File: src/rtl/pipeline_pkg.sv
// Shared pipeline definitions: reset/bubble constants, fetch FSM states,
// fetch queue entry layout and the branch/jump redirect-priority rule.
package pipeline_pkg;

  localparam int unsigned XLEN = 32;

  localparam logic [XLEN-1:0] RESET_PC  = 32'h0000_0000;
  localparam logic [XLEN-1:0] NOP_INSTR = 32'h0000_0000;

  typedef enum logic [0:0] {
    FETCH = 1'b0,
    DROP  = 1'b1
  } fetch_state_e;

  typedef struct packed {
    logic [XLEN-1:0] pc_plus4;
    logic [XLEN-1:0] instr;
  } fetch_entry_t;

  // Entry presented when the queue is empty: IF/ID latches a bubble.
  localparam fetch_entry_t EMPTY_ENTRY = '{pc_plus4: 32'h0, instr: NOP_INSTR};

  typedef struct packed {
    logic            valid;
    logic [XLEN-1:0] target;
  } redirect_t;

  // Jump wins over a taken branch; targets are forced word-aligned.
  function automatic redirect_t redirect_sel(input logic            jump,
                                             input logic            branch_taken,
                                             input logic [XLEN-1:0] jump_target,
                                             input logic [XLEN-1:0] branch_target);
    redirect_t       r;
    logic [XLEN-1:0] sel;
    sel      = jump ? jump_target : branch_target;
    r.valid  = jump | branch_taken;
    r.target = {sel[XLEN-1:2], 2'b00};
    return r;
  endfunction

endpackage

File: src/rtl/fetch_queue.sv
// Two-entry FIFO of fetched {PC+4, instruction} pairs.
// Ports: push/push_data enqueue, pop dequeues the head, flush empties
// (flush beats push and pop), count = occupancy, head = head entry flops
// (EMPTY_ENTRY when count is 0).
module fetch_queue
  import pipeline_pkg::*;
(
  input  logic         clk,
  input  logic         reset,
  input  logic         push,
  input  fetch_entry_t push_data,
  input  logic         pop,
  input  logic         flush,
  output logic [1:0]   count,
  output fetch_entry_t head
);

  logic [1:0]   count_q, count_d;
  fetch_entry_t head_q, head_d;
  fetch_entry_t tail_q, tail_d;
  logic         do_pop;
  logic         do_push;

  // Occupancy and head/tail shifting.
  always_comb begin
    count_d = count_q;
    head_d  = head_q;
    tail_d  = tail_q;
    do_pop  = pop && (count_q != 2'd0);
    do_push = push && ((count_q != 2'd2) || do_pop);
    if (flush) begin
      count_d = 2'd0;
      head_d  = EMPTY_ENTRY;
    end else if (do_pop && do_push) begin
      if (count_q == 2'd1) begin
        head_d = push_data;
      end else begin
        head_d = tail_q;
        tail_d = push_data;
      end
    end else if (do_pop) begin
      head_d  = (count_q == 2'd2) ? tail_q : EMPTY_ENTRY;
      count_d = count_q - 2'd1;
    end else if (do_push) begin
      if (count_q == 2'd0) begin
        head_d = push_data;
      end else begin
        tail_d = push_data;
      end
      count_d = count_q + 2'd1;
    end
  end

  // Queue state flops.
  always_ff @(posedge clk or posedge reset) begin
    if (reset) begin
      count_q <= 2'd0;
      head_q  <= EMPTY_ENTRY;
      tail_q  <= EMPTY_ENTRY;
    end else begin
      count_q <= count_d;
      head_q  <= head_d;
      tail_q  <= tail_d;
    end
  end

  assign count = count_q;
  assign head  = head_q;

endmodule

File: src/rtl/if_fetch_unit.sv
// Instruction-fetch stage: owns the PC, fetches words over a req/ack
// handshake, buffers up to two instructions for IF/ID.
// Ports: PC_Write (consume head), branch_taken/branch_target and
// jump/jump_target (ID redirects), imem_req/imem_addr/imem_ack/imem_rdata
// (instruction memory), PC_plus4_out/instruction_out/fetch_valid (head entry).
module if_fetch_unit
  import pipeline_pkg::*;
(
  input  logic        clk,
  input  logic        reset,
  input  logic        PC_Write,
  input  logic        branch_taken,
  input  logic [31:0] branch_target,
  input  logic        jump,
  input  logic [31:0] jump_target,
  output logic        imem_req,
  output logic [31:0] imem_addr,
  input  logic        imem_ack,
  input  logic [31:0] imem_rdata,
  output logic [31:0] PC_plus4_out,
  output logic [31:0] instruction_out,
  output logic        fetch_valid
);

  fetch_state_e state_q, state_d;
  logic [31:0]  pc_q, pc_d;
  logic [31:0]  hold_addr_q, hold_addr_d;

  redirect_t    redir;
  logic [31:0]  pc_plus4;
  logic         q_push;
  logic         q_pop;
  logic         q_flush;
  logic [1:0]   q_count;
  fetch_entry_t q_head;

  fetch_queue u_queue (
    .clk       (clk),
    .reset     (reset),
    .push      (q_push),
    .push_data ('{pc_plus4: pc_plus4, instr: imem_rdata}),
    .pop       (q_pop),
    .flush     (q_flush),
    .count     (q_count),
    .head      (q_head)
  );

  assign redir    = redirect_sel(jump, branch_taken, jump_target, branch_target);
  assign pc_plus4 = pc_q + 32'd4;

  // Request side. In DROP the abandoned address stays on the bus until its ack,
  // while pc already holds the redirect target.
  always_comb begin
    imem_req  = !reset && ((state_q == DROP) || (q_count != 2'd2));
    imem_addr = (state_q == DROP) ? hold_addr_q : pc_q;
  end

  // Next-state, PC and queue control.
  always_comb begin
    state_d     = state_q;
    pc_d        = pc_q;
    hold_addr_d = hold_addr_q;
    q_push      = 1'b0;
    q_pop       = 1'b0;
    q_flush     = 1'b0;
    if (redir.valid) begin
      q_flush = 1'b1;
      pc_d    = redir.target;
      if (state_q == FETCH) begin
        if (imem_req && !imem_ack) begin
          state_d     = DROP;
          hold_addr_d = pc_q;
        end
      end else if (imem_ack) begin
        // Outstanding wrong-path request completes now; fetch the new target.
        state_d = FETCH;
      end
    end else if (state_q == FETCH) begin
      if (imem_req && imem_ack) begin
        q_push = 1'b1;
        pc_d   = pc_plus4;
      end
      q_pop = fetch_valid && PC_Write;
    end else if (imem_ack) begin
      state_d = FETCH;
    end
  end

  // State flops.
  always_ff @(posedge clk or posedge reset) begin
    if (reset) begin
      state_q     <= FETCH;
      pc_q        <= RESET_PC;
      hold_addr_q <= RESET_PC;
    end else begin
      state_q     <= state_d;
      pc_q        <= pc_d;
      hold_addr_q <= hold_addr_d;
    end
  end

  assign fetch_valid     = (q_count != 2'd0);
  assign PC_plus4_out    = q_head.pc_plus4;
  assign instruction_out = q_head.instr;

endmodule

File: config.mk
export PLATFORM = sky130hd
export DESIGN_NAME = if_fetch_unit
export DESIGN_NICKNAME = d
export VERILOG_FILES = /design/src/rtl/pipeline_pkg.sv /design/src/rtl/fetch_queue.sv /design/src/rtl/if_fetch_unit.sv
export SDC_FILE = /design/constraint.sdc
export NUM_CORES = 1
export LEC_CHECK = 0
export CAP_MARGIN = 20
export CORE_MARGIN = 2
export CORE_UTILIZATION = 58
export CTS_CLUSTER_DIAMETER = 80
export DETAILED_ROUTE_END_ITERATION = 10
export DONT_BUFFER_PORTS = 1
export GPL_TIMING_DRIVEN = 0
export PLACE_DENSITY = 0.77
export SLEW_MARGIN = 25
export SYNTH_ARGS = -nofsm -noshare
export SYNTH_HDL_FRONTEND = slang
export SYNTH_SLANG_ARGS = --single-unit
File: constraint.sdc
create_clock -name clk -period 9.3 [get_ports clk]
set_input_delay 1.395 -clock clk [delete_from_list [all_inputs] [get_ports clk]]
set_output_delay 1.395 -clock clk [all_outputs]
set_load 0.005 [all_outputs]
==> metrics <==
run status finished clean; final slew viol count 0; Core Rows 46; Die Width 132.3 um; register area share after synthesis between 40 and 50%; Worst-Skew Late Latency 0.45 ns; via count 7,573; mux share of post-synthesis cell area 13.03%; vias in the first global route about 7,400; M2 GR Usage 47.97%; die footprint between 15,000 and 20,000 um^2; post-synthesis area per instance ~10 um^2; WL final between 20,000 and 30,000 um; Mapped Cells 932; RSZ-0062 raised after global routing false; CTS clk-pin slew, worst paths 0.07 ns; pwr/cell area 188.3 nW/um^2; Inserted Clock Buffers 17; DRC 0; post-CTS setup buffer count 0; Final period util between 40% and 50%; setup TNS 0 ns; Resized Gates After CTS 0; f_max 0.2634 GHz; met3 Usage GRT 9.573%; Slew headroom 33.25%; FFs w/ async S/R, synth 100.0%; CTS root buf clkbuf_16; DR pass1 iterations 7; Fin Hold WS approximately 0.49 ns; area post-placement ~10000 um^2; Worst Path Max Fanout 10; WP data required about 7.9 ns; Cell variety after synth 63; hold path start u_queue.tail_q[56]; post-DP HPWL 18,970 um; Final Skew about 0.012 ns; setup ws final 5.504 ns; WP data arrival 2.40 ns; All-Layer GR Usage 30.78%; adder-cell share of the synthesized area 0.8650%; gr ovfl total 0; initial antenna violation count 0; busiest metal layer after global routing met2; Post-synth EDFFs 0; final instance area 10,420 um^2; Ant. Diodes 0; Syn. warnings 0; first-pass GRT wire length 41,770 um; core footprint 16,000 um^2; Setup CP Type flip-flop to output port; Final Critical Period 3.796 ns; Initial Utilization 59.67%; largest family of logic cells by synthesized area compound AO/OA/AOI/OAI gates; CTS tree yes; Layout area overhead 9.096%; overall power 1.961 mW; H-tree depth 4; layout cells sized above 1 between 10% and 20%; most frequent cells in the layout 188 x dfrtp_1, 145 x nand2_1, 80 x o21ai_0; Worst VDD drop 138.8 uV; CTS Buffer Depth 2; flops & latches, synth 188; IO Pins 200; DR iter-0 viols between 700 and 800; Die Y-Extent 132.3 um; I/O Buffers 0; Hold Path Class flip-flop to flip-flop; met1 usage 41.13%; largest net degree at the start of global routing 103; crit start category flip-flop; Worst Setup SP state_q; top cell type's share of synthesized area between 40% and 50%; Cells after DPL approximately 1,200; CTS Hold Bufs 0; CTS sink cnt 188; Pleak between 4 and 5 nW; reg2reg start u_queue.count[0]; crit end category output port; final setup fails 0; ranking of synthesized cells by area dfrtp_1 49%, mux2_2 7.8%, nand2_1 5.7%; xor and xnor area share after synthesis 3.578%; Mapped Area between 9000 and 10,000 um^2; Final Wtd Congestion 0.9549; worst slew pin tran 0.9907 ns; pre-CTS setup slack 5.241 ns; non-filler cells, final between 1,000 and 1,500; Max Cap Viol 0; Compound-Gate Fraction of Synth Area between 10% and 20%; # nets final around 1,100; Final Util 65.09%; Routed WL per cell 22.53 um; Fin. Hold Viols 0; most area-hungry cell type in the Yosys netlist dfrtp_1; ANT nets after route 0; Top FF cell, synth dfrtp_1; commonest non-fill, non-tap cell in the layout dfrtp_1; vias per cell about 6.4; Synth Area in Simple Gates 13.29%
[worst paths after layout]
path                                      end  slack (ns)  cells past startpoint
max                             imem_addr[27]        5.50                      3
min                        u_queue.tail_q[56]        0.49                      2
max reg2reg                  u_queue.head[60]        5.99                      9
min reg2reg                u_queue.tail_q[56]        0.49                      2
max in group asynchronous     u_queue.head[5]        7.54                      2
min in group asynchronous      hold_addr_q[2]        0.88                      1
[where the power goes]
| group | total [mW] | switching, mW | leakage [nW] | internal [mW] |
|---|---|---|---|---|
| clock network | 0.688 | 0.341 | 0.249 | 0.348 |
| registers | 0.972 | 0.0595 | 2.48 | 0.912 |
| logic | 0.301 | 0.164 | 1.84 | 0.137 |
[synthesized netlist by cell type (all sizes together), types with 2 or more instances]
master and n:
a31oi 2, or3 10, inv 16, dfrtp 188, and2 4, nor4 4, nor2 32, a21boi 2
maj3 2, and4 5, xor2 13, nand4 9, nand2 145, o21ai 95, xnor2 26, a32o 7
or3b 2, a2111oi 2, and3 5, or2 2, a22oi 54, o221ai 17, clkbuf 51, o22ai 2
nor3b 4, nand3 19, nor4b 2, nor3 13, a211oi 3, nor2b 2, buf 32, mux2i 5
nand2b 3, a221o 2, a21oi 29, or4 4, o31ai 2, mux2 96, ha 5
[registers in the layout, summed over array words and instances (netlist names)]
register and cells:
hold_addr_q 30, pc_q 30, u_queue.head 63, state_q 1, u_queue.tail_q 62, u_queue.count 2
[cell families (layout without fill, tap and decap cells)]
group,after synthesis,count (layout)
adders and majority gates,7,7
DFF,188,188
buffers and inverters,99,132
and+or+nand+nor,269,269
other,1,2
AOI/OAI and AO/OA,228,228
xor gates and xnor gates,39,39
muxes,101,101
[worst max-delay path, stage by stage, from the launching register on]
cell and delay [ns]:
dfrtp_1 0.42, clkbuf_1 0.53, buf_1 0.55, mux2_2 0.45
[final cells by class]
type	count	area [um^2]
Fill cell	1312	5585
Sequential cell	188	4705
Multi-Input combinational cell	646	4427
Clock buffer	19	432.9
Buffer	83	379.1
Tap cell	216	270.3
Clock inverter	13	106.4
Inverter	16	67.56
Timing Repair Buffer	1	27.53
[layer usage]
metal	vias to the layer above	share of wire, %
met3	47	11
met1	3712	41
li1	3371	-
met2	443	46
met5	-	0
met4	0	2.4
(Power assumes the default switching activity.)
